===== src/rtl/fifo_pkg.sv =====
// Shared definitions for the FIFO write-side blocks: default data width,
// FSM state encoding and a saturating increment used by statistics counters.
package fifo_pkg;

  localparam int DATA_WIDTH_DEF = 8;

  // Working width of sat_inc; callers cast their counters to and from it.
  localparam int SAT_W = 32;

  typedef enum logic [1:0] {
    S_IDLE  = 2'd0,
    S_XFER  = 2'd1,
    S_STALL = 2'd2
  } fsm_state_t;

  // Increment val by one unless it already sits at max_val.
  function automatic logic [SAT_W-1:0] sat_inc(input logic [SAT_W-1:0] val,
                                               input logic [SAT_W-1:0] max_val);
    return (val >= max_val) ? val : val + 32'd1;
  endfunction

endpackage


===== src/rtl/fifo_wr_stream_adapter_if.sv =====
// Producer stream plus FIFO write port of the write-side adapter.
// master: the side that produces words and reports FIFO full.
// slave:  the adapter itself.
interface fifo_wr_stream_adapter_if
  import fifo_pkg::*;
#(
  parameter int DATA_WIDTH = DATA_WIDTH_DEF
) ();

  logic                  in_valid;
  logic [DATA_WIDTH-1:0] in_data;
  logic                  in_ready;
  logic                  fifo_full;
  logic                  fifo_wr_en;
  logic [DATA_WIDTH-1:0] fifo_data;

  modport master (
    output in_valid,
    output in_data,
    output fifo_full,
    input  in_ready,
    input  fifo_wr_en,
    input  fifo_data
  );

  modport slave (
    input  in_valid,
    input  in_data,
    input  fifo_full,
    output in_ready,
    output fifo_wr_en,
    output fifo_data
  );

endinterface


===== src/rtl/skid_buffer2.sv =====
// Two-entry valid/ready skid buffer. in_ready depends on registered
// occupancy only, so nothing downstream reaches the producer's ready
// combinationally. The caller must only assert pop while count != 0.
module skid_buffer2
  import fifo_pkg::*;
#(
  parameter int DATA_WIDTH = DATA_WIDTH_DEF
) (
  input  logic                  clka,
  input  logic                  rstb,
  input  logic                  in_valid,
  input  logic [DATA_WIDTH-1:0] in_data,
  output logic                  in_ready,
  input  logic                  pop,
  output logic [DATA_WIDTH-1:0] head_data,
  output logic [1:0]            count,
  output logic [1:0]            count_nxt
);

  logic [DATA_WIDTH-1:0] mem_q [2];
  logic [DATA_WIDTH-1:0] mem_d [2];
  logic                  head_q, head_d;
  logic                  tail_q, tail_d;
  logic [1:0]            count_q, count_d;
  logic                  push;

  assign in_ready  = !rstb && (count_q != 2'd2);
  assign push      = in_valid && in_ready;
  assign head_data = mem_q[head_q];
  assign count     = count_q;
  assign count_nxt = count_d;

  // Next-state: write at tail on push, advance head on pop, track occupancy.
  always_comb begin
    mem_d   = mem_q;
    head_d  = head_q;
    tail_d  = tail_q;
    count_d = count_q;
    if (push) begin
      mem_d[tail_q] = in_data;
      tail_d        = ~tail_q;
    end
    if (pop) begin
      head_d = ~head_q;
    end
    if (push && !pop) begin
      count_d = count_q + 2'd1;
    end else if (!push && pop) begin
      count_d = count_q - 2'd1;
    end
  end

  // Buffer state register; reset empties the buffer and zeroes both entries.
  always_ff @(posedge clka) begin
    if (rstb) begin
      mem_q[0] <= '0;
      mem_q[1] <= '0;
      head_q   <= 1'b0;
      tail_q   <= 1'b0;
      count_q  <= 2'd0;
    end else begin
      mem_q    <= mem_d;
      head_q   <= head_d;
      tail_q   <= tail_d;
      count_q  <= count_d;
    end
  end

endmodule


===== src/rtl/fifo_wr_stream_adapter.sv =====
// Write-side front end for the dual-clock FIFO (clka domain). Buffers the
// producer stream in a 2-entry skid buffer, writes the FIFO only while it is
// not full, and keeps saturating write/stall counters plus a sticky
// stall-timeout flag.
module fifo_wr_stream_adapter
  import fifo_pkg::*;
#(
  parameter int DATA_WIDTH  = DATA_WIDTH_DEF,
  parameter int CNT_WIDTH   = 16,
  parameter int STALL_LIMIT = 16
) (
  input  logic                       clka,
  input  logic                       rstb,
  fifo_wr_stream_adapter_if.slave    bus,
  input  logic                       clear_stats,
  output logic [CNT_WIDTH-1:0]       wr_count,
  output logic [CNT_WIDTH-1:0]       stall_count,
  output logic                       stall_timeout,
  output logic                       busy
);

  localparam logic [CNT_WIDTH-1:0] CNT_MAX   = '1;
  localparam logic [CNT_WIDTH-1:0] LIMIT_CNT = CNT_WIDTH'(STALL_LIMIT);

  logic [DATA_WIDTH-1:0] head_data;
  logic [1:0]            count;
  logic [1:0]            count_nxt;
  logic                  pop;
  logic                  stall_cond;

  fsm_state_t            state_q, state_d;
  logic [CNT_WIDTH-1:0]  wr_count_q, wr_count_d;
  logic [CNT_WIDTH-1:0]  stall_count_q, stall_count_d;
  logic [CNT_WIDTH-1:0]  stall_run_q, stall_run_d;
  logic                  stall_timeout_q, stall_timeout_d;

  skid_buffer2 #(
    .DATA_WIDTH (DATA_WIDTH)
  ) u_skid (
    .clka      (clka),
    .rstb      (rstb),
    .in_valid  (bus.in_valid),
    .in_data   (bus.in_data),
    .in_ready  (bus.in_ready),
    .pop       (pop),
    .head_data (head_data),
    .count     (count),
    .count_nxt (count_nxt)
  );

  // The full flag gates the write strobe in the same cycle; it never feeds in_ready.
  assign pop            = !rstb && (count != 2'd0) && !bus.fifo_full;
  assign stall_cond     = !rstb && (count != 2'd0) && bus.fifo_full;
  assign bus.fifo_wr_en = pop;
  assign bus.fifo_data  = rstb ? '0 : head_data;

  // State tracks registered occupancy, so IDLE means the buffer is empty.
  assign busy           = !rstb && (state_q != S_IDLE);

  assign wr_count       = wr_count_q;
  assign stall_count    = stall_count_q;
  assign stall_timeout  = stall_timeout_q;

  // FSM next state from next-cycle occupancy and the current full flag.
  always_comb begin
    state_d = S_IDLE;
    if (count_nxt != 2'd0) begin
      state_d = bus.fifo_full ? S_STALL : S_XFER;
    end
  end

  // Statistics next state; clear_stats overrides any increment or set.
  always_comb begin
    wr_count_d      = wr_count_q;
    stall_count_d   = stall_count_q;
    stall_run_d     = stall_run_q;
    stall_timeout_d = stall_timeout_q;
    if (clear_stats) begin
      wr_count_d      = '0;
      stall_count_d   = '0;
      stall_run_d     = '0;
      stall_timeout_d = 1'b0;
    end else begin
      if (pop) begin
        wr_count_d = CNT_WIDTH'(sat_inc(SAT_W'(wr_count_q), SAT_W'(CNT_MAX)));
      end
      if (stall_cond) begin
        stall_count_d = CNT_WIDTH'(sat_inc(SAT_W'(stall_count_q), SAT_W'(CNT_MAX)));
        stall_run_d   = CNT_WIDTH'(sat_inc(SAT_W'(stall_run_q), SAT_W'(CNT_MAX)));
      end else begin
        stall_run_d   = '0;
      end
      if (stall_cond && (stall_run_d == LIMIT_CNT)) begin
        stall_timeout_d = 1'b1;
      end
    end
  end

  // FSM and statistics registers.
  always_ff @(posedge clka) begin
    if (rstb) begin
      state_q         <= S_IDLE;
      wr_count_q      <= '0;
      stall_count_q   <= '0;
      stall_run_q     <= '0;
      stall_timeout_q <= 1'b0;
    end else begin
      state_q         <= state_d;
      wr_count_q      <= wr_count_d;
      stall_count_q   <= stall_count_d;
      stall_run_q     <= stall_run_d;
      stall_timeout_q <= stall_timeout_d;
    end
  end

endmodule


===== src/flat_wrapper.sv =====
// flat-port wrapper written by rule: the top's interface ports become plain ports
module fifo_wr_stream_adapter_flat import fifo_pkg::*;
#(
  parameter int DATA_WIDTH  = DATA_WIDTH_DEF,
  parameter int CNT_WIDTH   = 16,
  parameter int STALL_LIMIT = 16
)
  (clka, rstb, clear_stats, wr_count, stall_count, stall_timeout, busy, bus_in_valid, bus_in_data, bus_fifo_full, bus_in_ready, bus_fifo_wr_en, bus_fifo_data);
  fifo_wr_stream_adapter_if #(.DATA_WIDTH(DATA_WIDTH)) bus_i ();
  input  logic clka;
  input  logic rstb;
  input  logic clear_stats;
  output logic [CNT_WIDTH-1:0] wr_count;
  output logic [CNT_WIDTH-1:0] stall_count;
  output logic stall_timeout;
  output logic busy;
  input wire logic [$bits(bus_i.in_valid)-1:0] bus_in_valid;
  input wire logic [$bits(bus_i.in_data)-1:0] bus_in_data;
  input wire logic [$bits(bus_i.fifo_full)-1:0] bus_fifo_full;
  output wire logic [$bits(bus_i.in_ready)-1:0] bus_in_ready;
  output wire logic [$bits(bus_i.fifo_wr_en)-1:0] bus_fifo_wr_en;
  output wire logic [$bits(bus_i.fifo_data)-1:0] bus_fifo_data;
  assign bus_i.in_valid = bus_in_valid;
  assign bus_i.in_data = bus_in_data;
  assign bus_i.fifo_full = bus_fifo_full;
  assign bus_in_ready = bus_i.in_ready;
  assign bus_fifo_wr_en = bus_i.fifo_wr_en;
  assign bus_fifo_data = bus_i.fifo_data;
  fifo_wr_stream_adapter #(.DATA_WIDTH(DATA_WIDTH), .CNT_WIDTH(CNT_WIDTH), .STALL_LIMIT(STALL_LIMIT)) u_core (.clka(clka), .rstb(rstb), .bus(bus_i), .clear_stats(clear_stats), .wr_count(wr_count), .stall_count(stall_count), .stall_timeout(stall_timeout), .busy(busy));
endmodule

===== config.mk =====
export PLATFORM = sky130hd
export DESIGN_NAME = fifo_wr_stream_adapter_flat
export DESIGN_NICKNAME = d
export VERILOG_FILES = /design/src/rtl/fifo_pkg.sv /design/src/rtl/fifo_wr_stream_adapter_if.sv /design/src/rtl/skid_buffer2.sv /design/src/rtl/fifo_wr_stream_adapter.sv /design/src/flat_wrapper.sv
export SDC_FILE = /design/constraint.sdc
export NUM_CORES = 1
export LEC_CHECK = 0
export ABC_CLOCK_PERIOD_IN_PS = 2600
export BUFFER_PORTS_ARGS = -buffer_cell sky130_fd_sc_hd__buf_2
export CORE_MARGIN = 8
export CORE_UTILIZATION = 50
export DETAILED_ROUTE_END_ITERATION = 7
export PLACE_DENSITY = 0.75
export SLEW_MARGIN = 10
export SYNTH_ARGS = -nofsm -noshare
export SYNTH_HDL_FRONTEND = slang
export SYNTH_SLANG_ARGS = --single-unit

===== constraint.sdc =====
create_clock -name clka -period 2.6 [get_ports clka]
set_clock_uncertainty 0.2 [all_clocks]
set_input_delay 0.13 -clock clka [delete_from_list [all_inputs] [get_ports clka]]
set_output_delay 0.13 -clock clka [all_outputs]
set_load 0.02 [all_outputs]

---- Word level (Yosys, flattened, before mapping) ----
Index checks and enable logic that the tools add are counted.
operators by class
  reduce and logical (&&, ||, !) cells .... 21
  multipliers ............................. 0
  equal/unequal tests ..................... 2
  $add $sub $neg .......................... 5
  mux-type cells .......................... 13
  divide/modulo/power cells ............... 0
  magnitude comparators ................... 6
  bitwise logic cells ..................... 7
  shifts and indexed selects .............. 0
operators by type and width
  operator               count
  $add 16x1->16 const B  3
  $ge 16x16->1 const B   3
  $mux 16                3
  $mux 8                 5
  $bwmux 16              1
  $eq 16x5->1 const B    1
  $logic_and 1x1->1      10
  $demux 8 s1            1
  $mux 2                 3
  $reduce_bool 2->1      3
  $not 1->1              5
  $ge 2x2->1 const B     2
  $logic_not 1->1        4
  $not 1->2              2
  $reduce_and 2->1       2
  $reduce_or 2->1        2
  $add 2x1->2 const B    1
  $lt 2x1->1 const B     1
  $ne 2x2->1 const B     1
  $sub 2x1->2 const B    1
storage, ports and cells
  memories kept ........................... 0
  latch bits .............................. 0
  input port bits ......................... 13
  bits in writable memories ............... 0
  register bits ........................... 71
  ROM bits ................................ 0

---- Longest topological paths before layout ----
Gate-level depths: netlist of the first run.
  word-level depth ........................ 10
  gate-level depth with buffers ........... 10
  gate-level depth less buffers ........... 9

---- By module ----
A second synthesis of the first run with hierarchy kept.
second synthesis, totals
  cell total of the unflattened synthesis .. 402
  area total of the unflattened synthesis .. 3515.9 um2
by module, submodules not included
  module                  sequential area each (um2)  cells an instance  area each (um2)  instances
  fifo_wr_stream_adapter  1021.0                      304                2576.2           1
  skid_buffer2            400.4                       98                 939.7            1

---- Worst setup path before layout of the first run ----
OpenSTA, ideal clock, no wires.
  kind .................................... reg-to-reg
  start ................................... register u_core.u_skid.count_q[1], in the netlist u_core.u_skid.count[1]
  end ..................................... register u_core.stall_timeout_q, in the netlist u_core.stall_timeout
  data required time ...................... 2.326 ns
  setup slack ............................. 0.049 ns
  stages on the path, launching flop included .. 11
  data arrival time ....................... 2.277 ns
  library setup time ...................... 0.074 ns
  cells stage by stage .................... dfxtp_1 -> inv_1 -> ha_1 -> or3b_1 -> buf_6 -> or2_1 -> buf_6 -> or4b_4 -> nor3_2 -> o2111ai_1 -> o22ai_2
between the ends
  cells in the longest elaborated chain, start to end .. 7
ends and longest elaborated chain
  what                                 line                           RTL
  start: declaration                   skid_buffer2.sv:24             logic [1:0] count_q, count_d;
  start signal: assignment             skid_buffer2.sv:65             count_q <= count_d;
  $reduce_bool 2->1 (*)                fifo_wr_stream_adapter.sv:53   assign stall_cond = !rstb && (count != 2'd0) && bus.fifo_full;
  $logic_and 1x1->1 (*) (2 in series)  fifo_wr_stream_adapter.sv:53
  $mux 16                              fifo_wr_stream_adapter.sv:87   if (stall_cond) begin
  $mux 16                              fifo_wr_stream_adapter.sv:78   if (clear_stats) begin
  $eq 16x5->1                          fifo_wr_stream_adapter.sv:93   if (stall_cond && (stall_run_d == LIMIT_CNT)) begin
  $logic_and 1x1->1 (*)                fifo_wr_stream_adapter.sv:93
  end signal: assignment               fifo_wr_stream_adapter.sv:112  stall_timeout_q <= stall_timeout_d;
  end: declaration                     fifo_wr_stream_adapter.sv:35   logic stall_timeout_q, stall_timeout_d;
Mark *: on every way between the ends. The rest lies on a longest branch, timed or not. The select of a mux whose other input is x is not followed.
A chain may end at the register's enable or synchronous reset.

---- Worst setup path in the final report of the first run ----
  start ................................... register u_core.stall_run_q[1]
  end ..................................... register u_core.stall_timeout_q, in the netlist u_core.stall_timeout
between the ends
  cells in the longest elaborated chain, start to end .. 6
ends and longest elaborated chain
  what                                                  line                           RTL
  start: declaration                                    fifo_wr_stream_adapter.sv:34   logic [CNT_WIDTH-1:0] stall_run_q, stall_run_d;
  start signal: assignment                              fifo_wr_stream_adapter.sv:111  stall_run_q <= stall_run_d;
  $add 16x1->16 / $ge 16x16->1 (equally long branches)  fifo_pkg.sv:19                 return (val >= max_val) ? val : val + 32'd1;
  $mux 16 (*)                                           fifo_pkg.sv:19
  $mux 16 (*)                                           fifo_wr_stream_adapter.sv:87
  $mux 16 (*)                                           fifo_wr_stream_adapter.sv:78
  $eq 16x5->1 (*)                                       fifo_wr_stream_adapter.sv:93
  $logic_and 1x1->1 (*)                                 fifo_wr_stream_adapter.sv:93
Marked as above.

==> flow_metrics.py, run 1 <==
metrics = {
    "setup_path": {
        "start_kind": "flop",
        "critical_path_buf_inv_count": 1,
        "crit_arrival_ns": 2.46,
        "critPathMaxStageDelay_ns": 0.62,
        "critPathSlowestCell": "or4_4",
        "worst_setup_path_end_kind": "flop",
        "critPathMaxFanout": 6,
        "required_ns": 2.62,
        "r2r_slack_ns": 0.16,
        "crit_family": "simple AND/OR/NAND/NOR gates",
        "path_cells": "ha_1 -> nand3_1 -> or4_4 -> buf_4 -> a31oi_1 -> a211oi_1 -> nand4_1 -> o22ai_2",
        "critical_path_class": "reg -> reg",
    },
    "drt": {
        "dr.pass1.iters": 4,
        "num_vias": 3019,
        "viasPerCell": 5.40,
        "wl_per_cell_um": 13.9,
        "drc_errors": 0,
        "antenna_left": 0,
        "drtIter0Drc": 140,
        "totalWireLength_mm": 7.80,
    },
    "power": {
        "internal-power_mw": 1.75,
        "seqPwrFrac": 0.501,
        "netSwitchingFraction": 0.225,
        "p_leak_nw": 1.60,
        "combPwrFrac": 0.081,
        "vdd_ir_drop_max_mv": 0.410,
        "p_sw_mw": 0.510,
        "clkPwrFrac": 0.418,
        "powerDensity_mw_per_mm2": 560,
    },
    "floorplanning": {
        "die_area_mm2": 0.00950,
        "die-width_um": 97.5,
        "coreArea_mm2": 0.00639,
        "rows": 29,
        "io_pins": 57,
        "dieHeight_um": 97.5,
        "initial_core_util": 0.519,
    },
    "placement": {
        "hpwl_mm": 5.51,
        "io_buffers": 56,
        "gp_congestion": 0.820,
    },
    "clock_tree": {
        "cts_setup_buffers": 0,
        "cts.sinks": 71,
        "htree_num_levels": 3,
        "clockBufferDepth": 2,
        "root_buffer": "clkbuf_8",
        "cts_tree": "built",
        "cts_buffers": 9,
        "path_clk_slew_ns": 0.07,
        "clk_latency_ns": 0.34,
    },
    "global_route": {
        "grt_pass1_vias": 2993,
        "antenna_found_initial": 0,
        "globalRouteOverflowTotal": 0,
        "grt_util_all_layers": 0.168,
        "grt_max_degree": 36,
        "grt_pass1_wl_mm": 13.5,
    },
    "synthesis": {
        "ys_types": 38,
        "syn_area_mm2": 0.00332,
        "ys_seq_area_frac": 0.429,
        "netlist_top_cells_area": "dfxtp_1 (43%), xor2_1 (7.1%), nor2_1 (6.8%)",
        "synthArstFlopShare": 0,
        "synth_top_cell_by_area": "dfxtp_1",
        "synth_cells": 404,
        "synth-seq-cells": 71,
        "synth_fp_nets": 422,
        "syn_avg_cell_area_um2": 8.21,
        "ys_warn_count": 0,
        "synth_edf_count": 0,
        "ys.flop_type": "dfxtp_1",
        "synth_top_area_share": 0.429,
    },
    "final_layout": {
        "post-route-util": 0.633,
        "fillCellCount": 575,
        "final_cell_mix": "dfxtp_1 (71), nor2_1 (60), buf_2 (56)",
        "area_growth_pct": 21.9,
        "drive_above_1_share": 0.197,
        "mostFrequentLayoutCell": "dfxtp_1",
        "antennaDiodeCount": 0,
        "fin_nets": 496,
    },
    "sta": {
        "period_needed_ns": 2.44,
        "worst_pin_slew_ns": 0.579,
        "worst_slew_margin_rel": 0.613,
        "tns_ns": 0,
        "setup_viol": 0,
        "rsz0062_at_grt": "false",
        "hold_viol_final": 0,
        "report.final.slew_viol_count": 0,
        "max_freq_mhz": 409,
        "post-route-period-util": 0.940,
    },
    "run_status": {
        "outcome": "completed",
    },
    "job": {
        "drv_cap": 0,
    },
    "hold_path": {
        "min_path_type": "in -> reg",
    },
}
==> power by group through the flow <==
stage	Clock (mW)	Sequential [mW]	Combinational (mW)
2_1_floorplan	0	1.15	0.131
3_3_place_gp	0	1.16	0.168
3_5_place_dp	0	1.16	0.173
4_1_cts	0.977	1.13	0.186
5_1_grt	1.03	1.14	0.206
6_report	0.947	1.13	0.184
==> cells by family after synthesis <==
| family | synth area share |
|---|---|
| AND/OR/NAND/NOR | 0.304 |
| flip-flops | 0.429 |
| AO/OA/AOI/OAI | 0.0894 |
| XOR/XNOR | 0.0951 |
| buffers and inverters | 0.0343 |
| multiplexers | 0.0302 |
| adder cells (fa/ha/maj) | 0.0189 |
==> sequential cells by signal, indices dropped and copies added (netlist names) <==
signal                cells
u_core.stall_count       16
u_core.stall_run_q       16
u_core.u_skid.mem_q      16
u_core.wr_count          16
u_core.state_q            2
u_core.u_skid.count       2
u_core.stall_timeout      1
u_core.u_skid.head_q      1
u_core.u_skid.tail_q      1
==> path summary, 6_finish.rpt <==
path / start / to / depth (start not counted)
hold reg to reg: u_core.u_skid.mem_q[14] / u_core.u_skid.mem_q[14] / 2
setup / recovery: u_core.stall_run_q[1] / u_core.stall_timeout / 8
setup reg to reg: u_core.stall_run_q[1] / u_core.stall_timeout / 8
hold / removal: bus_in_valid / u_core.u_skid.count[1] / 3
==> area by class of cell <==
class | instances | area [µm²] | area share
clock inverter | 3 | 67.6 | 0.0167
tap | 77 | 96.3 | 0.0238
inverter | 7 | 26.3 | 0.00650
timing repair buffer | 82 | 500 | 0.124
clock buffer | 12 | 145 | 0.0359
multi-input combinational | 307 | 1790 | 0.442
sequential | 71 | 1420 | 0.352
==> cell usage after synthesis, types with 2 or more instances <==
cell,n
or3b_2,2
dfxtp_1,71
nor2_1,60
nor4_1,7
nand4_1,17
ha_1,5
a21oi_1,27
and4_1,6
xnor2_1,9
buf_6,2
nand2_1,51
or2_2,4
o31a_1,2
o21ai_0,6
and2_1,5
inv_1,7
and3_1,9
a211oi_1,3
xor2_1,27
mux2i_1,10
a31oi_1,6
nor3_1,9
clkbuf_1,16
o21a_1,3
or3_1,4
nand3_1,24
==> tightest hold or removal path, stage by stage <==
cell and delay (ns):
buf_2 0.12, or3b_2 0.26, a211oi_1 0.10
==> metal layers <==
metal,GRT usage,share of wire
met2,0.268,0.47
met3,0.0533,0.052
met1,0.202,0.46
met4,0.0711,0.013
met5,0,0
==> metrics by stage <==
step	power (mW)	std cells	hold slack, ns	cell area [µm²]	setup WS [ns]
after floorplan	1.28	404	0.0102	3320	0.0494
after global placement	1.32	534	0.182	3730	0.250
after detailed placement	1.33	534	0.189	3730	0.173
after CTS	2.30	559	0.0997	4040	0.125
after global routing	2.37	559	0.118	4040	0.0233
final	2.27	559	0.116	4040	0.155
==> what timing repair did <==
action	CTS	global route
setup endpoints to repair	0	1
gates resized for setup	0	1
hold endpoints to repair	21	0
hold buffers	10	0
Note: power is estimated with default switching activity, not from simulation.
==> run 2, diff against run 1 <==
Settings changed: ABC_AREA set to 1, CORE_ASPECT_RATIO set to 0.5, CORE_UTILIZATION 50 to 51, PLACE_DENSITY 0.75 to 0.76.
==> run 2 against run 1 <==
  * Maximum frequency increased by 0.74%
  * Die area up 7.9%
  * Worst hold slack improved by 0.14 ns
  * Total power increased by 11%
  * Non-clock buffer count fell by 4
  * Critical path depth grew 1
  * Sequential power barely moved
  * First-iteration DRC count up 73%
  * Utilization is 2.6 points higher
  * Count of clock-buffer cells in the layout unchanged
  * Synthesized cell count grew 33%
  * Via count grew 20%
  * Critical endpoint is now u_core.u_skid.mem_q[11]
==> flow_metrics.py, run 2 <==
metrics = {
    "run_status": {
        "outcome": "completed",
    },
    "clock_tree": {
        "cts_setup_buffers": 0,
        "cts_tree": "built",
        "clk_latency_ns": 0.33,
        "root_buffer": "clkbuf_16",
        "cts.sinks": 71,
        "cts_buffers": 9,
        "path_clk_slew_ns": 0.05,
        "clockBufferDepth": 2,
        "htree_num_levels": 3,
    },
    "sta": {
        "post-route-period-util": 0.933,
        "rsz0062_at_grt": "false",
        "worst_pin_slew_ns": 0.697,
        "setup_viol": 0,
        "worst_slew_margin_rel": 0.535,
        "period_needed_ns": 2.43,
        "fin_hold_ws_ns": 0.254,
        "report.final.slew_viol_count": 0,
        "fin_ws_ns": 0.173,
        "hold_viol_final": 0,
        "tns_ns": 0,
        "max_freq_mhz": 412,
    },
    "setup_path": {
        "critical_path_buf_inv_count": 4,
        "critPathMaxFanout": 15,
        "critPathMaxStageDelay_ns": 0.57,
        "crit_arrival_ns": 2.50,
        "start_kind": "input port",
        "r2r-start": "u_core.u_skid.count[0]",
        "path_cells": "dlygate4sd3_1 -> clkbuf_4 -> nor2_2 -> nand2_1 -> clkinv_1 -> nand2_2 -> nand2_1 -> a21oi_1 -> dlygate4sd3_1",
        "critPathSlowestCell": "dlygate4sd3_1",
        "r2r_slack_ns": 0.22,
        "rr_worst_depth": 9,
        "required_ns": 2.67,
        "crit_family": "buffers and inverters",
        "r2r_end": "u_core.u_skid.mem_q[11]",
        "worst_setup_path_end_kind": "flop",
        "critical_path_class": "in -> reg",
    },
    "synthesis": {
        "synth_fp_nets": 554,
        "ys_types": 36,
        "synth_simple_gate_area_frac": 0.336,
        "synth_top_area_share": 0.391,
        "synth-seq-cells": 71,
        "synth-adder-area-share": 0.0172,
        "syn_avg_cell_area_um2": 6.78,
        "muxShareOfSynthArea": 0.00310,
        "synth_commonest_cells": "nand2_1 (107), inv_1 (72), dfxtp_1 (71)",
        "synth_top_cell_by_area": "dfxtp_1",
        "ys_seq_area_frac": 0.391,
        "synth_cells": 536,
        "yosysMostFrequentCell": "nand2_1",
        "syn_area_mm2": 0.00363,
        "synthXorXnorAreaFrac": 0.0120,
        "synth_edf_count": 0,
        "ys.flop_type": "dfxtp_1",
        "ys_warn_count": 0,
        "netlist_top_cells_area": "dfxtp_1 (39%), nand2_1 (11%), inv_1 (7.4%)",
        "synth_compound_area_frac": 0.142,
        "synthArstFlopShare": 0,
        "synth_top_family_by_area": "simple AND/OR/NAND/NOR gates",
    },
    "final_layout": {
        "fin_nets": 628,
        "final_cell_mix": "nand2_1 (106), inv_1 (72), dfxtp_1 (71)",
        "drive_above_1_share": 0.159,
        "finalNonFillerCells": 707,
        "fillCellCount": 600,
        "area_growth_pct": 22.8,
        "fin_area_mm2": 0.00446,
        "antennaDiodeCount": 0,
        "post-route-util": 0.659,
        "mostFrequentLayoutCell": "nand2_1",
    },
    "drt": {
        "totalWireLength_mm": 8.97,
        "antenna_left": 0,
        "drtIter0Drc": 242,
        "num_vias": 3622,
        "drc_errors": 0,
        "wl_per_cell_um": 12.7,
        "viasPerCell": 5.12,
        "dr.pass1.iters": 4,
    },
    "global_route": {
        "grt_pass1_vias": 3339,
        "globalRouteOverflowTotal": 0,
        "grt_max_degree": 28,
        "grt_util_all_layers": 0.181,
        "grt_pass1_wl_mm": 15.0,
        "antenna_found_initial": 0,
    },
    "floorplanning": {
        "die_area_mm2": 0.0102,
        "rows": 21,
        "coreArea_mm2": 0.00678,
        "die-width_um": 135,
        "initial_core_util": 0.536,
        "io_pins": 57,
        "dieHeight_um": 75.7,
    },
    "placement": {
        "gp_congestion": 0.864,
        "place_area_mm2": 0.00397,
        "dp.cells": 671,
        "hpwl_mm": 6.26,
        "io_buffers": 56,
        "dp_slack_ns": 0.389,
    },
    "hold_path": {
        "min_path_cells": 2,
        "min_path_type": "reg -> reg",
        "min_from": "u_core.u_skid.mem_q[7]",
        "hold_path_end": "u_core.u_skid.mem_q[7]",
    },
    "job": {
        "drv_cap": 0,
    },
    "power": {
        "p_total_mw": 2.52,
        "p_leak_nw": 1.84,
        "vdd_ir_drop_max_mv": 0.391,
        "powerDensity_mw_per_mm2": 564,
    },
}
[run 2: cell count changes after synthesis, sizes merged, moves of 18 or more]
| cell | before | now |
|---|---|---|
| a21oi | 27 | 49 |
| inv | 7 | 73 |
| nand2 | 51 | 112 |
| nand3 | 24 | 42 |
| o21ai | 6 | 45 |
| xor2 | 27 | 3 |
[run 2: area by class of cell]
| type | instances | area (µm²) | share of cell area |
|---|---|---|---|
| clock buffer | 12 | 246 | 0.0552 |
| clock inverter | 4 | 45.0 | 0.0101 |
| inverter | 75 | 282 | 0.0631 |
| multi-input combinational | 375 | 1860 | 0.416 |
| sequential | 71 | 1420 | 0.318 |
| tap | 92 | 115 | 0.0258 |
| timing repair buffer | 78 | 498 | 0.112 |
[run 2: per-layer routing]
layer / global-route usage / vias to the layer above / part of all wire
li1: - / 1893 / -
met1: 0.211 / 1612 / 0.46
met2: 0.308 / 103 / 0.47
met3: 0.0586 / 14 / 0.063
met4: 0.0756 / 0 / 0.011
met5: 0 / - / 0
[run 2: worst min-delay path: stages, from the launching register on]
cell,delay [ns]
dfxtp_1,0.29
inv_1,0.06
a21oi_1,0.05
[run 2: logic make-up (layout without fill, tap and decap cells)]
group,after synthesis,count (layout)
compound gates,100,100
xor+xnor,5,5
fa+ha+maj,5,5
buf+inv,90,169
flops,71,71
mux,1,1
simple gates,264,264
[run 2: worst max-delay path by stage]
stage / cells past startpoint / endpoint / slack, ns / startpoint
2_1_floorplan: 11 / u_core.wr_count[13] / 0.62 / u_core.u_skid.count[0]
3_3_place_gp: 10 / u_core.wr_count[14] / 0.53 / u_core.u_skid.count[0]
3_5_place_dp: 10 / u_core.wr_count[14] / 0.39 / u_core.u_skid.count[0]
4_1_cts: 9 / u_core.u_skid.mem_q[14] / 0.11 / rstb
5_1_grt: 9 / u_core.u_skid.mem_q[11] / 0.03 / rstb
6_report: 9 / u_core.u_skid.mem_q[11] / 0.17 / rstb
[run 2: where the power goes]
group | switching [mW] | internal [mW]
Sequential | 0.0139 | 1.11
Combinational | 0.120 | 0.0724
Clock | 0.438 | 0.763
[run 2: repair_timing]
| item | 4_1_cts | 5_1_grt |
|---|---|---|
| hold buffers | 20 | 0 |
| hold endpoints to repair | 20 | 0 |
| setup endpoints to repair | 0 | 8 |
| gates resized for setup | 0 | 2 |
==> run 3, diff against run 2 <==
Settings changed: ABC_CLOCK_PERIOD_IN_PS 2600 to 2500, CORE_UTILIZATION 51 to 54, PLACE_DENSITY 0.76 to 0.77.
Clock period 2.6 ns to 2.5 ns, I/O delays scaled along.
==> run 3 against run 2 <==
  * Sequential share of layout area grew 0.54 points
  * First-iteration DRC count fell by 5.4%
  * Sequential cell count unchanged
  * Global-route usage hardly changed
  * Utilization rose by 0.70 points
  * Cell count shrank 0.85%
  * Clock power hardly changed
  * Total power rose by 0.83%
  * Final area fell by 1.7%
  * Largest power group unchanged
  * Setup slack improved by 0.012 ns
  * Worst hold slack got worse by 0.24 ns
==> flow_metrics.py, run 3 (synthesized netlist as in run 2, its figures left out) <==
metrics = {
    "global_route": {
        "grt_pass1_wl_mm": 14.6,
        "globalRouteOverflowTotal": 0,
        "antenna_found_initial": 0,
        "grt_pass1_vias": 3212,
        "grt_util_all_layers": 0.181,
        "grt_max_degree": 28,
    },
    "clock_tree": {
        "htree_num_levels": 3,
        "cts_tree": "built",
        "clk_latency_ns": 0.33,
        "path_clk_slew_ns": 0.05,
        "cts.sinks": 71,
        "root_buffer": "clkbuf_16",
        "cts_buffers": 9,
        "clockBufferDepth": 2,
    },
    "setup_path": {
        "crit_arrival_ns": 2.33,
        "start_kind": "flop",
        "critPathMaxFanout": 9,
        "critical_path_class": "reg -> reg",
        "required_ns": 2.52,
        "worst_setup_path_end_kind": "flop",
    },
    "power": {
        "combPwrFrac": 0.076,
        "p_leak_nw": 1.79,
        "powerDensity_mw_per_mm2": 578,
        "p_total_mw": 2.54,
        "clkPwrFrac": 0.464,
        "netSwitchingFraction": 0.234,
        "seqPwrFrac": 0.460,
        "internal-power_mw": 1.94,
        "p_sw_mw": 0.594,
        "vdd_ir_drop_max_mv": 0.464,
    },
    "floorplanning": {
        "die-width_um": 132,
        "dieHeight_um": 74.0,
        "initial_core_util": 0.551,
        "io_pins": 57,
        "rows": 21,
        "coreArea_mm2": 0.00660,
        "die_area_mm2": 0.00977,
    },
    "sta": {
        "post-route-period-util": 0.926,
        "report.final.slew_viol_count": 0,
        "worst_slew_margin_rel": 0.531,
        "tns_ns": 0,
        "fin_hold_ws_ns": 0.0168,
        "rsz0062_at_grt": "false",
        "hold_viol_final": 0,
        "max_freq_mhz": 432,
        "setup_viol": 0,
        "period_needed_ns": 2.31,
        "worst_pin_slew_ns": 0.703,
    },
    "drt": {
        "wl_per_cell_um": 12.4,
        "drc_errors": 0,
        "num_vias": 3547,
        "antenna_left": 0,
        "drtIter0Drc": 229,
        "totalWireLength_mm": 8.69,
        "dr.pass1.iters": 5,
        "viasPerCell": 5.06,
    },
    "final_layout": {
        "fin_nets": 622,
        "seqCellArea_mm2": 0.00142,
        "drive_above_1_share": 0.164,
        "final_cell_mix": "nand2_1 (106), inv_1 (72), dfxtp_1 (71)",
        "area_growth_pct": 20.8,
        "mostFrequentLayoutCell": "nand2_1",
        "antennaDiodeCount": 0,
        "fillCellCount": 609,
        "multi_input_area_mm2": 0.00186,
    },
    "placement": {
        "hpwl_mm": 6.20,
        "io_buffers": 56,
        "gp_congestion": 0.814,
    },
    "job": {
        "drv_cap": 0,
    },
    "run_status": {
        "outcome": "completed",
    },
    "hold_path": {
        "min_path_type": "in -> reg",
    },
}
-- run 3: worst paths after layout --
check / slack (ns) / start / cells after the start / endpoint
hold reg to reg: 0.25 / u_core.u_skid.mem_q[7] / 2 / u_core.u_skid.mem_q[7]
setup reg to reg: 0.19 / u_core.u_skid.count[0] / 9 / u_core.u_skid.mem_q[12]
hold / removal: 0.02 / rstb / 2 / u_core.u_skid.tail_q
setup / recovery: 0.19 / u_core.u_skid.count[0] / 9 / u_core.u_skid.mem_q[12]
-- run 3: per-layer routing --
layer / vias up / track usage / wire (µm)
li1: 1875 / - / -
met1: 1585 / 0.215 / 4060
met2: 79 / 0.312 / 4040
met3: 8 / 0.0586 / 497
met4: 0 / 0.0542 / 95
met5: - / 0 / 0
-- run 3: through the flow --
step	instance area [µm²]	instances	worst slack (ns)	util
6_report	4390	701	0.185	0.666
5_1_grt	4390	701	0.00402	0.666
4_1_cts	4380	701	0.0964	0.665
3_5_place_dp	3980	672	0.335	0.603
3_3_place_gp	3980	672	0.380	0.603
2_1_floorplan	3630	536	0.521	-
-- run 3: layout make-up --
| class | instances | area share |
|---|---|---|
| Timing Repair Buffer | 72 | 0.0986 |
| Clock buffer | 13 | 0.0593 |
| Clock inverter | 3 | 0.00399 |
| Sequential cell | 71 | 0.324 |
| Multi-Input combinational cell | 375 | 0.423 |
| Tap cell | 92 | 0.0262 |
| Inverter | 75 | 0.0650 |
-- run 3: power groups by stage --
stage               registers [mW]  clock network, mW  logic [mW]
CTS                           1.17               1.20       0.189
global route                  1.17               1.25       0.216
detailed placement            1.19                  0       0.172
finish                        1.17               1.18       0.192
global placement              1.19                  0       0.171
floorplan                     1.19                  0       0.127
-- run 3: what timing repair did --
action / CTS / global route
endpoints found under the setup margin: 0 / 2
hold buffers: 13 / 0
resized for setup: 0 / 2
hold endpoints to repair: 20 / 0
setup buffers: 0 / 0
-- run 3: critical path: stages, from the launching register on --
cell and delay, ns:
dfxtp_1 0.34, inv_1 0.07, ha_1 0.21, nor2_2 0.13, nand2_1 0.17, clkinvlp_4 0.21, nand2_2 0.16, nand2_1 0.10
a21oi_1 0.06, dlygate4sd3_1 0.56
